--- src/rtl/eeprom_save_bridge.sv ---
// Bridges the 8 KB EEPROM save array and the host SD sector interface:
// loads every sector on image mount and writes every sector back on a save request.
module eeprom_save_bridge #(
    parameter int MEM_AW      = 13,
    parameter int SECTOR_AW   = 9,
    parameter int NUM_SECTORS = 2 ** (MEM_AW - SECTOR_AW)
) (
    input  logic                 clk,
    input  logic                 reset,
    output logic [MEM_AW-1:0]    mem_addr,
    input  logic [7:0]           mem_rdata,
    output logic [7:0]           mem_wdata,
    output logic                 mem_we,
    input  logic                 eeprom_wr,
    input  logic                 img_mounted,
    input  logic [31:0]          img_size,
    input  logic                 save_req,
    output logic [31:0]          sd_lba,
    output logic                 sd_rd,
    output logic                 sd_wr,
    input  logic                 sd_ack,
    input  logic [SECTOR_AW-1:0] sd_buff_addr,
    input  logic [7:0]           sd_buff_dout,
    output logic [7:0]           sd_buff_din,
    input  logic                 sd_buff_wr,
    output logic                 busy,
    output logic                 dirty
);
    localparam int SEC_W = MEM_AW - SECTOR_AW;

    localparam logic [2:0] IDLE      = 3'd0;
    localparam logic [2:0] LOAD_REQ  = 3'd1;
    localparam logic [2:0] LOAD_XFER = 3'd2;
    localparam logic [2:0] SAVE_REQ  = 3'd3;
    localparam logic [2:0] SAVE_XFER = 3'd4;

    logic [2:0]        state_reg, state_next;
    logic [SEC_W-1:0]  sector_reg, sector_next;
    logic              sd_rd_reg, sd_rd_next;
    logic              sd_wr_reg, sd_wr_next;
    logic              dirty_reg, dirty_next;
    logic              ack_prev_reg;
    logic              mem_we_reg;
    logic [MEM_AW-1:0] mem_waddr_reg;
    logic [7:0]        mem_wdata_reg;

    logic ack_rise, ack_fall, last_sector;

    assign ack_rise    = sd_ack & ~ack_prev_reg;
    assign ack_fall    = ~sd_ack & ack_prev_reg;
    assign last_sector = (sector_reg == SEC_W'(NUM_SECTORS - 1));

    always_comb begin
        state_next  = state_reg;
        sector_next = sector_reg;
        sd_rd_next  = sd_rd_reg;
        sd_wr_next  = sd_wr_reg;
        dirty_next  = dirty_reg;
        case (state_reg)
            IDLE: begin
                // Mount wins over save when both arrive together; an empty image is ignored.
                if (img_mounted && (img_size != 32'd0)) begin
                    sector_next = '0;
                    sd_rd_next  = 1'b1;
                    state_next  = LOAD_REQ;
                end else if (save_req) begin
                    sector_next = '0;
                    dirty_next  = 1'b0;
                    sd_wr_next  = 1'b1;
                    state_next  = SAVE_REQ;
                end
            end
            LOAD_REQ: begin
                if (ack_rise) begin
                    sd_rd_next = 1'b0;
                    state_next = LOAD_XFER;
                end
            end
            LOAD_XFER: begin
                if (ack_fall) begin
                    if (last_sector) begin
                        dirty_next = 1'b0;
                        state_next = IDLE;
                    end else begin
                        sector_next = sector_reg + SEC_W'(1);
                        sd_rd_next  = 1'b1;
                        state_next  = LOAD_REQ;
                    end
                end
            end
            SAVE_REQ: begin
                if (ack_rise) begin
                    sd_wr_next = 1'b0;
                    state_next = SAVE_XFER;
                end
            end
            SAVE_XFER: begin
                if (ack_fall) begin
                    if (last_sector) begin
                        state_next = IDLE;
                    end else begin
                        sector_next = sector_reg + SEC_W'(1);
                        sd_wr_next  = 1'b1;
                        state_next  = SAVE_REQ;
                    end
                end
            end
            default: state_next = IDLE;
        endcase
        // A core write in the same cycle as a clear must leave the array marked modified.
        if (eeprom_wr) dirty_next = 1'b1;
    end

    always_ff @(posedge clk) begin
        if (reset) begin
            state_reg     <= IDLE;
            sector_reg    <= '0;
            sd_rd_reg     <= 1'b0;
            sd_wr_reg     <= 1'b0;
            dirty_reg     <= 1'b0;
            ack_prev_reg  <= 1'b0;
            mem_we_reg    <= 1'b0;
            mem_waddr_reg <= '0;
            mem_wdata_reg <= '0;
        end else begin
            state_reg    <= state_next;
            sector_reg   <= sector_next;
            sd_rd_reg    <= sd_rd_next;
            sd_wr_reg    <= sd_wr_next;
            dirty_reg    <= dirty_next;
            ack_prev_reg <= sd_ack;
            mem_we_reg   <= 1'b0;
            if ((state_reg == LOAD_XFER) && sd_ack && sd_buff_wr) begin
                mem_we_reg    <= 1'b1;
                mem_waddr_reg <= {sector_reg, sd_buff_addr};
                mem_wdata_reg <= sd_buff_dout;
            end
        end
    end

    // Saving reads straight through the port so the host sees data one clock after its address.
    assign mem_addr    = ((state_reg == SAVE_XFER) && sd_ack) ? {sector_reg, sd_buff_addr}
                                                              : mem_waddr_reg;
    assign sd_buff_din = (state_reg == SAVE_XFER) ? mem_rdata : 8'd0;
    assign mem_wdata   = mem_wdata_reg;
    assign mem_we      = mem_we_reg;
    assign sd_lba      = {{(32 - SEC_W){1'b0}}, sector_reg};
    assign sd_rd       = sd_rd_reg;
    assign sd_wr       = sd_wr_reg;
    assign busy        = (state_reg != IDLE);
    assign dirty       = dirty_reg;
endmodule

--- config.mk ---
export PLATFORM = sky130hd
export DESIGN_NAME = eeprom_save_bridge
export DESIGN_NICKNAME = d
export VERILOG_FILES = /design/src/rtl/eeprom_save_bridge.sv
export SDC_FILE = /design/constraint.sdc
export NUM_CORES = 1
export LEC_CHECK = 0
export ABC_AREA = 1
export BUFFER_PORTS_ARGS = -buffer_cell sky130_fd_sc_hd__buf_2
export CORE_MARGIN = 1.5
export CORE_UTILIZATION = 42
export DETAILED_ROUTE_END_ITERATION = 6
export PLACE_DENSITY = 0.83
export SLEW_MARGIN = 20
export SYNTH_ARGS = -nofsm -noshare
export SYNTH_HDL_FRONTEND = slang
export SYNTH_SLANG_ARGS = --single-unit
--- constraint.sdc ---
create_clock -name clk -period 1.5 [get_ports clk]
set_input_delay 0.225 -clock clk [delete_from_list [all_inputs] [get_ports clk]]
set_output_delay 0.225 -clock clk [all_outputs]
set_load 0.01 [all_outputs]
==> impl_metrics.json <==
{
  "wl_per_cell_microns": 12.1,
  "status": "finished, violations left",
  "finalCritPeriodShare": 1.14,
  "power_switching_share": 0.387,
  "fillers": 397,
  "grt_pass1_wl_microns": 8600,
  "num_vias": 2209,
  "period_needed_ns": 1.71,
  "synthCells": 287,
  "dr.pass1.iters": 7,
  "wirelength_met1_microns": 2110,
  "cts.sinks": 33,
  "worstHoldPathType": "primary input to flop",
  "avgSynthCellArea_sq_um": 6.93,
  "slew_headroom": 0.593,
  "cts_buffers": 5,
  "regArea_sq_um": 668,
  "insertion_delay_ns": 0.29,
  "drc_errors": 1,
  "synth_top_area_frac": 0.332,
  "cp_slowest_stage_delay_ns": 0.36,
  "path_cells": "inv_4 -> nand2_4 -> nor2_8 -> nand2_4 -> mux2_1 -> buf_2",
  "floorplan.initialDensity": 0.448,
  "crit_path_start_kind": "flop",
  "path_clk_slew_ns": 0.07,
  "cts_buffer_depth": 2,
  "grt_overflow": 0,
  "antennaDiodeCount": 0,
  "area_growth_pct": 46.9,
  "top_layer": "met4",
  "hpwl_microns": 3790,
  "hold_viol": 0,
  "netlist_top_cells_count": "nor2_1 (77), dfxtp_1 (33), buf_4 (28)",
  "avgViaCountPerCell": 4.75,
  "dpl_cell_area_sq_um": 2490,
  "yosys_warnings": 0,
  "max-vdd-ir-drop_mv": 1.13,
  "antenna_left": 0,
  "async_flop_share": 0,
  "largest_reg_flops": 13,
  "rsz0062_at_grt": "true",
  "synth_seq_cells": 33,
  "portBuffers": 101,
  "power.internal_w": 0.00253,
  "antenna_found_initial": 0,
  "place_congestion": 0.847,
  "r2r_start": "state_reg[0]",
  "final_nets": 477,
  "path_max_fanout": 5,
  "synth.most_common_cell": "nor2_1",
  "cts_hold_buf": 0,
  "num_io_pins": 130,
  "crit_path_start": "state_reg[0]",
  "cp_num_buf_inv": 2,
  "ys.flop_type": "dfxtp_1",
  "totalWireLength_microns": 5640,
  "cp_top_family": "flip-flops",
  "drv_cap": 0,
  "worst-setup-path-type": "flop to primary output",
  "ys_seq_area_frac": 0.332,
  "synth_top_area_cell": "dfxtp_1",
  "cts_root_buf": "clkbuf_8",
  "rows": 24,
  "cp_data_required_time_ns": 1.27,
  "track_usage": 0.208,
  "crit_arrival_ns": 1.49,
  "wl_met3_microns": 320,
  "tritoncts": "done",
  "slew_violations": 0,
  "cp_common_cell": "nand2_4",
  "drive_above_1_share": 0.433,
  "htreeDepth": 2,
  "drtIter0Drc": 88,
  "final_util": 0.657,
  "fin_skew_ns": 0.00638,
  "layout_setup_ws_ns": -0.214,
  "grt_max_degree": 26,
  "p_leak_nw": 1.55,
  "worstHoldStart": "eeprom_wr",
  "synth_edf_count": 0,
  "multi_input_area_sq_um": 1190,
  "p_clk_frac": 0.213,
  "end_kind": "primary output",
  "route.met2.wl_microns": 3160,
  "tightest_slew_ns": 0.610,
  "die_h_microns": 71.8,
  "pwr-share-comb": 0.515,
  "fin_area_sq_um": 2920,
  "dieArea_sq_um": 5160,
  "die_x_microns": 71.8,
  "cellPowerDensity_nw_per_um2": 1410,
  "setup_viol": 42,
  "seqPwrFrac": 0.272,
  "violations": "design-rule violations, negative setup slack",
  "synthDistinctLibCells": 32,
  "fmax_mhz": 583,
  "syn_area_sq_um": 1990,
  "grt_pass1_vias": 2048,
  "power_switching_w": 0.00160,
  "core_sq_um": 4440,
  "finalPower_w": 0.00413,
  "ys_top_cells_by_area": "dfxtp_1 (33%), nor2_1 (15%), buf_4 (11%)",
  "holdWs_ns": 0.171,
  "cpMaxStageDelayCell": "dfxtp_4"
}
==> layer usage <==
layer | vias up | global-route usage
met5 | - | 0
met2 | 85 | 0.414
li1 | 1103 | -
met1 | 1014 | 0.211
met3 | 7 | 0.0436
met4 | 0 | 0.0692
==> worst paths after layout <==
check | to | slack, ns | cells past startpoint
worst max-delay path | mem_addr[6] | -0.21 | 6
worst min-delay path | dirty | 0.17 | 3
worst max register to register | mem_wdata[5] | -0.08 | 6
worst min register to register | dirty | 0.47 | 2
==> worst min-delay path, cell delays in order <==
cell and delay (ns):
buf_2 0.09, inv_1 0.04, a21oi_1 0.05
==> cell usage in the layout (no fill, tap or decap), types with 9 or more instances in the layout <==
| cell type | n |
|---|---|
| buf_6 | 11 |
| o21ai_0 | 9 |
| nor2_1 | 76 |
| a21oi_1 | 15 |
| inv_1 | 22 |
| buf_2 | 93 |
| buf_4 | 20 |
| conb_1 | 28 |
| nand2_1 | 21 |
| o21ai_1 | 19 |
| dfxtp_1 | 31 |
==> per-stage QoR <==
stage,setup slack (ns),TNS (ns),std cells
6_report,-0.214,-4.37,465
5_1_grt,-0.261,-7.76,465
4_1_cts,-0.206,-3.85,463
3_5_place_dp,-0.0325,-0.0848,443
3_3_place_gp,0.0270,0,443
2_1_floorplan,0.0121,0,314
==> power by group through the flow <==
stage,Sequential (W),Clock (W),Combinational [W]
2_1_floorplan,0.00118,0,0.00112
3_3_place_gp,0.00113,0,0.00158
5_1_grt,0.00114,0.000924,0.00233
6_report,0.00112,0.000879,0.00213
3_5_place_dp,0.00114,0,0.00161
4_1_cts,0.00112,0.000884,0.00187
==> final cells by class <==
class / count / share of cell area
clock buffers: 7 / 0.0296
multi-input cells: 217 / 0.406
repair buffers: 125 / 0.258
well taps: 52 / 0.0223
flip-flops and latches: 33 / 0.229
clock inverters: 1 / 0.0103
inverters: 30 / 0.0445
==> cells by family (layout without fill, tap and decap cells) <==
kind of cell,Yosys count,in the layout,share of synthesized area
AND/OR/NAND/NOR,123,124,0.277
buffers and inverters,65,163,0.184
AO/OA/AOI/OAI,54,54,0.144
flip-flops,33,33,0.332
multiplexers,9,9,0.0509
adder cells (fa/ha/maj),1,1,0.00629
other,1,28,0.00188
XOR/XNOR,1,1,0.00440
==> repair_timing <==
action / 4_1_cts / 5_1_grt
setup endpoints to repair: 29 / 49
setup buffers: 12 / 3
gates cloned: 1 / 0
resized for setup: 23 / 28
pin swaps: 4 / 1
(Power assumes the default switching activity.)
